--- config.mk ---
export PLATFORM = sky130hd
export DESIGN_NAME = aead_block_framer
export DESIGN_NICKNAME = d
export VERILOG_FILES = /design/src/rtl/aead_block_framer.sv
export SDC_FILE = /design/constraint.sdc
export NUM_CORES = 1
export LEC_CHECK = 0
export CORE_ASPECT_RATIO = 1.1
export CORE_MARGIN = 2
export CORE_UTILIZATION = 46
export CTS_CLUSTER_SIZE = 14
export DETAILED_ROUTE_END_ITERATION = 10
export GPL_TIMING_DRIVEN = 0
export PLACE_DENSITY_LB_ADDON = 0.25
export SYNTH_ARGS = -nofsm -noshare
export SYNTH_HDL_FRONTEND = slang
export SYNTH_SLANG_ARGS = --single-unit
export TNS_END_PERCENT = 100
--- constraint.sdc ---
create_clock -name clk -period 51.1 [get_ports clk]
set_input_delay 7.665 -clock clk [delete_from_list [all_inputs] [get_ports clk]]
set_output_delay 7.665 -clock clk [all_outputs]
set_load 0.02 [all_outputs]
--- src/rtl/aead_block_framer.sv ---
// aead_block_framer: packs an AAD byte stream and then a payload byte stream
// into zero-padded 16-byte Poly1305 blocks, and finishes with the
// {pld_len, aad_len} length block.
module aead_block_framer #(
  parameter int IN_BYTES = 4,
  parameter int LEN_W    = 32
) (
  input  logic                  clk,
  input  logic                  rst,
  input  logic                  abort,
  input  logic                  in_valid,
  output logic                  in_ready,
  input  logic [8*IN_BYTES-1:0] in_data,
  input  logic [IN_BYTES-1:0]   in_keep,
  input  logic                  in_last,
  input  logic                  in_is_pld,
  output logic                  aad_valid,
  input  logic                  aad_ready,
  output logic [127:0]          aad_data,
  output logic [15:0]           aad_keep,
  output logic                  pld_valid,
  input  logic                  pld_ready,
  output logic [127:0]          pld_data,
  output logic [15:0]           pld_keep,
  output logic                  len_valid,
  input  logic                  len_ready,
  output logic [127:0]          len_block,
  output logic                  busy,
  output logic                  done,
  output logic                  err
);

  typedef enum logic [2:0] {S_IDLE, S_AAD, S_PLD, S_LEN, S_DONE} state_t;

  localparam logic [IN_BYTES-1:0] KEEP_ONE = IN_BYTES'(1);

  state_t           state_q, state_d;
  logic             in_ready_q, in_ready_d;
  logic [127:0]     buf_q, buf_d;
  logic [4:0]       wp_q, wp_d;
  logic [LEN_W-1:0] aad_len_q, aad_len_d, pld_len_q, pld_len_d;
  logic             aad_valid_q, aad_valid_d, pld_valid_q, pld_valid_d;
  logic [127:0]     aad_data_q, aad_data_d, pld_data_q, pld_data_d;
  logic [15:0]      aad_keep_q, aad_keep_d, pld_keep_q, pld_keep_d;
  logic             len_valid_q, len_valid_d;
  logic [127:0]     len_block_q, len_block_d;
  logic             done_q, done_d, err_q, err_d;

  logic [8*IN_BYTES-1:0] beat_masked;
  logic [127:0]          merged;
  logic [4:0]            cnt, wp_sum;
  logic [15:0]           blk_keep;
  logic                  accept, keep_contig, keep_full, bad_mode, bad, emit;
  logic [63:0]           aad_len64, pld_len64;

  // Disabled byte lanes are forced to zero so padding bytes stay zero.
  for (genvar gi = 0; gi < IN_BYTES; gi++) begin : g_mask
    assign beat_masked[8*gi +: 8] = in_keep[gi] ? in_data[8*gi +: 8] : 8'h00;
  end

  // Valid-byte mask of a block holding wp_sum bytes.
  for (genvar gi = 0; gi < 16; gi++) begin : g_keep
    assign blk_keep[gi] = (5'(gi) < wp_sum);
  end

  // Number of enabled bytes in the current beat.
  always_comb begin
    cnt = '0;
    for (int k = 0; k < IN_BYTES; k++) cnt = cnt + 5'(in_keep[k]);
  end

  assign accept      = in_valid && in_ready_q;
  assign keep_contig = ((in_keep & (in_keep + KEEP_ONE)) == '0);
  assign keep_full   = &in_keep;
  assign bad_mode    = (state_q == S_PLD) ? !in_is_pld : in_is_pld;
  assign bad         = !keep_contig || (!keep_full && !in_last) || bad_mode;
  assign wp_sum      = wp_q + cnt;
  assign emit        = (wp_sum == 5'd16) || (in_last && (wp_sum != 5'd0));
  assign merged      = buf_q | (128'(beat_masked) << {wp_q, 3'b000});
  assign aad_len64   = 64'(aad_len_q);
  assign pld_len64   = 64'(pld_len_q);

  // Next-state logic: packing, segment sequencing, handshakes and errors.
  always_comb begin
    state_d     = state_q;
    buf_d       = buf_q;
    wp_d        = wp_q;
    aad_len_d   = aad_len_q;
    pld_len_d   = pld_len_q;
    aad_valid_d = aad_valid_q;
    aad_data_d  = aad_data_q;
    aad_keep_d  = aad_keep_q;
    pld_valid_d = pld_valid_q;
    pld_data_d  = pld_data_q;
    pld_keep_d  = pld_keep_q;
    len_valid_d = len_valid_q;
    len_block_d = len_block_q;
    done_d      = 1'b0;
    err_d       = err_q;
    if (abort) begin
      state_d     = S_IDLE;
      buf_d       = '0;
      wp_d        = '0;
      aad_len_d   = '0;
      pld_len_d   = '0;
      aad_valid_d = 1'b0;
      pld_valid_d = 1'b0;
      len_valid_d = 1'b0;
      err_d       = 1'b0;
    end else begin
      if (aad_valid_q && aad_ready) aad_valid_d = 1'b0;
      if (pld_valid_q && pld_ready) pld_valid_d = 1'b0;
      case (state_q)
        S_LEN: begin
          if (len_valid_q) begin
            if (len_ready) begin
              len_valid_d = 1'b0;
              state_d     = S_DONE;
              done_d      = 1'b1;
            end
          end else if (!pld_valid_q) begin
            // The length block follows the last payload block out.
            len_valid_d = 1'b1;
            len_block_d = {pld_len64, aad_len64};
          end
        end
        S_DONE: state_d = S_IDLE;
        default: begin
          if (accept) begin
            if (bad) begin
              err_d     = 1'b1;
              state_d   = S_IDLE;
              buf_d     = '0;
              wp_d      = '0;
              aad_len_d = '0;
              pld_len_d = '0;
            end else begin
              if (state_q == S_IDLE) begin
                aad_len_d = LEN_W'(cnt);
                pld_len_d = '0;
              end else if (state_q == S_PLD) begin
                pld_len_d = pld_len_q + LEN_W'(cnt);
              end else begin
                aad_len_d = aad_len_q + LEN_W'(cnt);
              end
              if (emit) begin
                buf_d = '0;
                wp_d  = '0;
                if (state_q == S_PLD) begin
                  pld_valid_d = 1'b1;
                  pld_data_d  = merged;
                  pld_keep_d  = blk_keep;
                end else begin
                  aad_valid_d = 1'b1;
                  aad_data_d  = merged;
                  aad_keep_d  = blk_keep;
                end
              end else begin
                buf_d = merged;
                wp_d  = wp_sum;
              end
              if (in_last) state_d = (state_q == S_PLD) ? S_LEN : S_PLD;
              else if (state_q == S_IDLE) state_d = S_AAD;
            end
          end
        end
      endcase
    end
    // Registered acceptance decision: never depends combinationally on *_ready.
    in_ready_d = ((state_d == S_IDLE) || (state_d == S_AAD) || (state_d == S_PLD)) &&
                 !err_d && !aad_valid_d && !pld_valid_d;
  end

  // State and output registers.
  always_ff @(posedge clk or posedge rst) begin
    if (rst) begin
      state_q     <= S_IDLE;
      in_ready_q  <= 1'b0;
      buf_q       <= '0;
      wp_q        <= '0;
      aad_len_q   <= '0;
      pld_len_q   <= '0;
      aad_valid_q <= 1'b0;
      aad_data_q  <= '0;
      aad_keep_q  <= '0;
      pld_valid_q <= 1'b0;
      pld_data_q  <= '0;
      pld_keep_q  <= '0;
      len_valid_q <= 1'b0;
      len_block_q <= '0;
      done_q      <= 1'b0;
      err_q       <= 1'b0;
    end else begin
      state_q     <= state_d;
      in_ready_q  <= in_ready_d;
      buf_q       <= buf_d;
      wp_q        <= wp_d;
      aad_len_q   <= aad_len_d;
      pld_len_q   <= pld_len_d;
      aad_valid_q <= aad_valid_d;
      aad_data_q  <= aad_data_d;
      aad_keep_q  <= aad_keep_d;
      pld_valid_q <= pld_valid_d;
      pld_data_q  <= pld_data_d;
      pld_keep_q  <= pld_keep_d;
      len_valid_q <= len_valid_d;
      len_block_q <= len_block_d;
      done_q      <= done_d;
      err_q       <= err_d;
    end
  end

  assign in_ready  = in_ready_q;
  assign aad_valid = aad_valid_q;
  assign aad_data  = aad_data_q;
  assign aad_keep  = aad_keep_q;
  assign pld_valid = pld_valid_q;
  assign pld_data  = pld_data_q;
  assign pld_keep  = pld_keep_q;
  assign len_valid = len_valid_q;
  assign len_block = len_block_q;
  assign busy      = (state_q != S_IDLE);
  assign done      = done_q;
  assign err       = err_q;

endmodule

After elaboration in Yosys (flattened, before gate mapping). Index checks and enable logic that the tools add are counted.

Shift operators: 1. Mux-type cells: 63. Reductions and logical operators: 36. Order comparisons: 16. Equal/unequal tests: 8. Bitwise operators: 8. $add $sub $neg: 7.

Operators with widths (number): $mux W128 (5); $mux W32 (12); $or A128 B128 Y128 (1); $shl A32 B8 Y128 (1); $add A32 B4 Y32 (2); $lt A4 B5 Y1 const A (8); $mux W8 (4); $mux W1 (29); $mux W5 (5); $mux W3 (7); $lt A3 B5 Y1 const A (4); $reduce_and A6 Y1 (2); $lt A1 B5 Y1 const A (2); $lt A2 B5 Y1 const A (2); $eq A3 B2 Y1 const B (3); $logic_and A1 B1 Y1 (8); $reduce_and A4 Y1 (2); $logic_not A1 Y1 (7); $logic_not A3 Y1 (2); $not A1 Y1 (6); $pmux W3 S2 (1); $reduce_and A3 Y1 (2); $add A5 B4 Y5 (1); $eq A5 B5 Y1 const B (1); other kinds (17) (22).

Output and inout port bits: 423. Register bits after elaboration: 558.

Depth between registers and ports, before layout.
Depth after elaboration: 16. Mapped depth: 17. Depth with buffers taken out: 13.

Least setup slack after synthesis. No wires, ideal clock.

Path type: input to register. From: input port in_keep[1]. To: register pld_keep_q[10] (netlist: pld_keep[10]). Buffers on the path: 5. Data required time: 50.972 ns. Stages: 16. Data arrival time: 11.626 ns. Setup slack: 39.346 ns. Cells stage by stage: buf_2 > clkbuf_1 > inv_1 > fa_1 > inv_1 > ha_1 > ha_1 > fa_1 > xor3_1 > nor3_2 > o221ai_1 > buf_2 > nor3_2 > buf_4 > buf_4 > mux2_1.

Longest elaborated chain between the ends: 8. Elaborated cells on any way between the ends: 20. Those cells by class: add/sub (5); order compare (1); eq/ne (1); bitwise (2); reduce/logical (11).

Ends and longest elaborated chain: start: declaration (line 14) `input logic [IN_BYTES-1:0] in_keep,`; $add A1 B1 Y2 / $add A4 B1 Y4 (equally long branches) (line 69, 73); $add A2 B1 Y3 / $and A4 B4 Y4 (equally long branches) (line 69, 73); $add A3 B1 Y4 / $logic_not A4 Y1 (equally long branches) (line 69, 73); $add A5 B4 Y5 / $logic_not A1 Y1 (equally long branches) (line 77, 76); $reduce_bool A5 Y1 / $logic_or A1 B1 Y1 (equally long branches) (line 78, 76); $logic_and A1 B1 Y1 / $logic_or A1 B1 Y1 (equally long branches) (line 78, 76); $logic_or A1 B1 Y1 / $not A1 Y1 (equally long branches); $reduce_and A6 Y1 (no source line); end signal: assignment (line 205) `pld_keep_q <= pld_keep_d;`; end: declaration (line 44) `logic [15:0] aad_keep_q, aad_keep_d, pld_keep_q, pld_keep_d;`.

Parallel ways exist; a longest one is shown, timed or not. A chain may end at the register's enable or synchronous reset.

Final worst setup path.
From: input port in_keep[3]. To: register buf_q[37].

Longest elaborated chain between the ends: 10. Elaborated cells on any way between the ends: 23. Those cells by class: add/sub (3); eq/ne (1); shift (1); mux (6); bitwise (2); reduce/logical (10).

Ends and longest elaborated chain: $add A3 B1 Y4 / $add A4 B1 Y4 (equally long branches) (line 69, 73); $add A5 B4 Y5 / $and A4 B4 Y4 (equally long branches) (line 77, 73); $reduce_bool A5 Y1 / $logic_not A4 Y1 (equally long branches) (line 78, 73); $logic_and A1 B1 Y1 / $logic_not A1 Y1 (equally long branches) (line 78, 76); $logic_or A1 B1 Y1 (on tied branches) (line 78, 76); $mux W128 / $logic_or A1 B1 Y1 (equally long branches) (line 146, 76); $mux W128 (*) (line 130) `if (bad) begin`; $mux W128 (*) (line 129) `if (accept) begin`; $mux W128 (*) (line 113) `case (state_q)`; $mux W128 (*) (line 100) `if (abort) begin`; end signal: assignment (line 196) `buf_q <= buf_d;`; end: declaration (line 39) `logic [127:0] buf_q, buf_d;`.

Every way passes the cells marked *; elsewhere a longest branch is shown, timed or not. The select of a mux whose other input is x is not followed.

==> summary.txt <==
GRT
  – First-pass GRT wire length: about 120000 um
  – GRT Residual Overflow: 0
  – Largest net degree at the start of global routing: around 140
  – Vias in the first global route: ~20000
  – Total GRT Usage: 0.2705
  – Antenna violations before repair: 16

Worst setup path
  – Crit. End Element: register
  – Crit-path max FO: 10
  – Setup crit start kind: primary input
  – Kind of critical path: in -> reg
  – Critical path arrival: 13450 ps
  – Critical Path RT: between 50000 and 60000 ps

Synthesis
  – Syn avg cell area: between 10 and 15 um^2
  – Synth Area in Compound Gates: 0.1282
  – Adder-cell share of the synthesized area: 0.008519
  – Yosys warns: 0
  – Largest family of logic cells by synthesized area: multiplexers
  – Area share of xor/xnor cells in the synthesized design: 0.01772
  – Synth Area in Simple Gates: 0.08260
  – Fraction of registers with async set/reset: 1.000
  – Sequential fraction of the synthesis area: 0.5464
  – Mux contribution to synthesized area: 0.1596
  – Post-Syn Instances: 2145
  – Post-synthesis cell type count: 70
  – Seq cells post-synth: 558
  – Post-synth EDFFs: 0
  – Mapped Area: 0.02555 mm^2
  – Main flop type after synthesis: dfrtp_1

Power and ir drop
  – Lkg Pwr: roughly 16 nW
  – Pwr/cell area: 28.38 mW/mm^2
  – Design Power: ~0.00093 W
  – VDD IR max: 0.00002487 V

Clock network
  – CTS H-tree lvls: 2
  – Clock-pin slew on the worst setup and hold paths: 60 ps
  – Clk root buf: clkbuf_16
  – CTS buffer count: 57
  – Post-CTS setup buffer count: 0
  – CTS-repair resized insts: 0
  – TritonCTS clock tree: yes
  – Clk Latency, worst-skew pair: between 600 and 700 ps
  – CTS Sinks: ~560
  – CTS Buffer Depth: 3
  – Hold buffer count at cts: 0

Timing
  – Post-Route Setup TNS: 0 ps
  – Max-slew violation count: 0
  – Period utilisation layout: 0.2544
  – Hold Vio Cnt, Final: 0
  – Max Fclk: about 0.077 GHz
  – WHS: 478.7 ps
  – RSZ-0062 raised after global routing: no
  – Max transition margin: 0.1819
  – Worst setup slack after layout: about 38000 ps
  – Setup violators final: 0
  – Slew at the pin closest to its max-slew limit: about 1200 ps
  – Clock Skew: 18.26 ps
  – Final min period: about 13000 ps

Die
  – Initial Utilization: 0.4660
  – I/O Pins: between 400 and 500
  – Die ar.: around 0.057 mm^2
  – Core outline area: 0.05484 mm^2
  – Die W: 228.7 um
  – Row count: 90
  – Die H: 251.2 um

Detailed routing
  – Antenna-violating nets left: 0
  – DR pass1 iterations: 5
  – DR vias/cell: between 5 and 6
  – Per-cell routed wire length: ~23 um
  – Residual DRC count: 0
  – DR vias: slightly below 20000
  – Initial DRC count: 1489
  – Routed wire length: just under 80000 um

Finish
  – Fin util: 0.5963
  – Nets: about 2700
  – Area growth from synthesis to layout: 27.97%
  – Fillers: between 4000 and 5000
  – Layout cell share with drive strength beyond 1: 0.1237

Outcome
  – Status: finished, final reports clean

Place
  – Gpl congestion: 0.9684
  – I/O Buffers: 401
  – Hpwl dp: between 60000 and 70000 um
  – Worst slack at placement: between 30000 and 40000 ps

Worst hold path
  – Worst Hold Class: reg -> reg

Flow run
  – Max-cap violations: 0
-- cell type report --
class / count / area, um^2 / share of cell area
Inverter: 61 / 236.5 / 0.007231
Antenna cell: 6 / 15.01 / 0.0004591
Clock buffer: 76 / 1609 / 0.04920
Sequential cell: 558 / 13960 / 0.4270
Tap cell: 736 / 920.9 / 0.02816
Multi-Input combinational cell: 1386 / 10390 / 0.3178
Timing Repair Buffer: 407 / 4159 / 0.1272
Clock inverter: 25 / 183.9 / 0.005624
Buffer: 203 / 1222 / 0.03738
-- cell usage after synthesis (4+ instances only) --
master	instances	area, um^2
nor2b_1	8	50.05
and4_1	7	61.31
ha_1	11	137.6
a22o_1	68	595.6
o211ai_1	34	255.2
and2_1	8	50.05
mux2i_1	16	160.2
and3_1	10	62.56
or3_1	10	62.56
or2_2	12	75.07
nand2_1	114	427.9
mux2_2	79	889.6
mux2_1	269	3029
o21bai_1	26	195.2
o21ai_0	118	590.6
a31o_2	8	70.07
nand3b_1	7	52.55
xnor2_1	26	227.7
o221ai_1	10	87.58
nand4_1	26	162.7
a31oi_1	9	56.30
clkbuf_1	72	270.3
nor3_1	29	145.1
inv_1	60	225.2
nand2b_1	16	100.1
a21o_1	51	382.9
dfrtp_1	558	13960
buf_2	17	85.08
buf_4	91	683.2
nand3_1	52	260.3
a21oi_1	38	190.2
fa_1	4	80.08
buf_1	10	37.54
xor2_1	23	201.4
nor2_1	102	382.9
o31ai_1	4	30.03
nor4_1	6	37.54
buf_6	13	146.4
a21boi_0	24	180.2
a22oi_1	56	420.4
-- flip-flops by register name, summed over array words and instances (netlist names) --
name       count
state_q        3
aad_len_q     32
pld_valid      1
aad_keep      16
len_block     64
done           1
buf_q        128
wp_q           5
in_ready       1
aad_data     128
pld_keep      16
aad_valid      1
pld_data     128
err            1
pld_len_q     32
len_valid      1
-- metrics by stage --
step	cells	cell area, um^2
after floorplan	2208	25790
after global placement	3345	30730
after global routing	3455	32690
after detailed placement	3351	30880
after CTS	3452	32680
final	3458	32700
-- cell usage in the layout, fill, tap and decap left out, drive strengths merged, types with 53 or more instances in the layout --
master / n
a22o: 68
a22oi: 56
buf: 137
clkbuf: 148
clkdlybuf4s50: 401
conb: 64
dfrtp: 558
inv: 62
mux2: 348
nand2: 114
nand3: 53
nor2: 103
o21ai: 120
-- layer usage --
layer  part of all wire  up-vias  GRT usage
met5             0.0020        -          0
met3              0.064      196    0.05819
li1                   -     8634          -
met4              0.040       22     0.1051
met2               0.50      680     0.4699
met1               0.39     9861     0.3292
-- cells by family after synthesis --
kind of cell | count (synthesis)
simple gates | 426
buf+inv | 264
xor+xnor | 50
flops | 558
other cells | 1
mux | 364
compound gates | 467
fa+ha+maj | 15
-- report_power, final --
group | internal, W | total, W | switching [W]
logic | 0.0000252 | 0.0000767 | 0.0000515
clock network | 0.000226 | 0.000402 | 0.000176
registers | 0.000447 | 0.000449 | 0.00000280
total | 0.000698 | 0.000928 | 0.000230
-- worst paths after layout --
check | to | start | cells past startpoint | slack (ps)
min in group asynchronous | pld_data[115]$_DFFE_PP0P_ | rst | 2 | 7340
max | buf_q[37]$_DFFE_PP0P_ | in_keep[3] | 16 | 38100
min | pld_keep[0]$_DFFE_PP0P_ | pld_keep[0]$_DFFE_PP0P_ | 1 | 480
min reg2reg | pld_keep[0]$_DFFE_PP0P_ | pld_keep[0]$_DFFE_PP0P_ | 1 | 480
max in group asynchronous | aad_data[59]$_DFFE_PP0P_ | rst | 6 | 41580
max reg2reg | buf_q[37]$_DFFE_PP0P_ | wp_q[0]$_DFFE_PP0P_ | 9 | 47210
-- critical path: stages --
cell and delay [ps]:
clkdlybuf4s50_1 590, buf_2 280, buf_1 390, inv_1 170
fa_1 510, inv_1 50, ha_1 200, ha_1 430
fa_1 570, xor3_1 520, nor3_2 320, o221ai_1 200
buf_2 240, o21ai_2 540, clkbuf_1 570, a21boi_0 200
(Power assumes the default switching activity.)
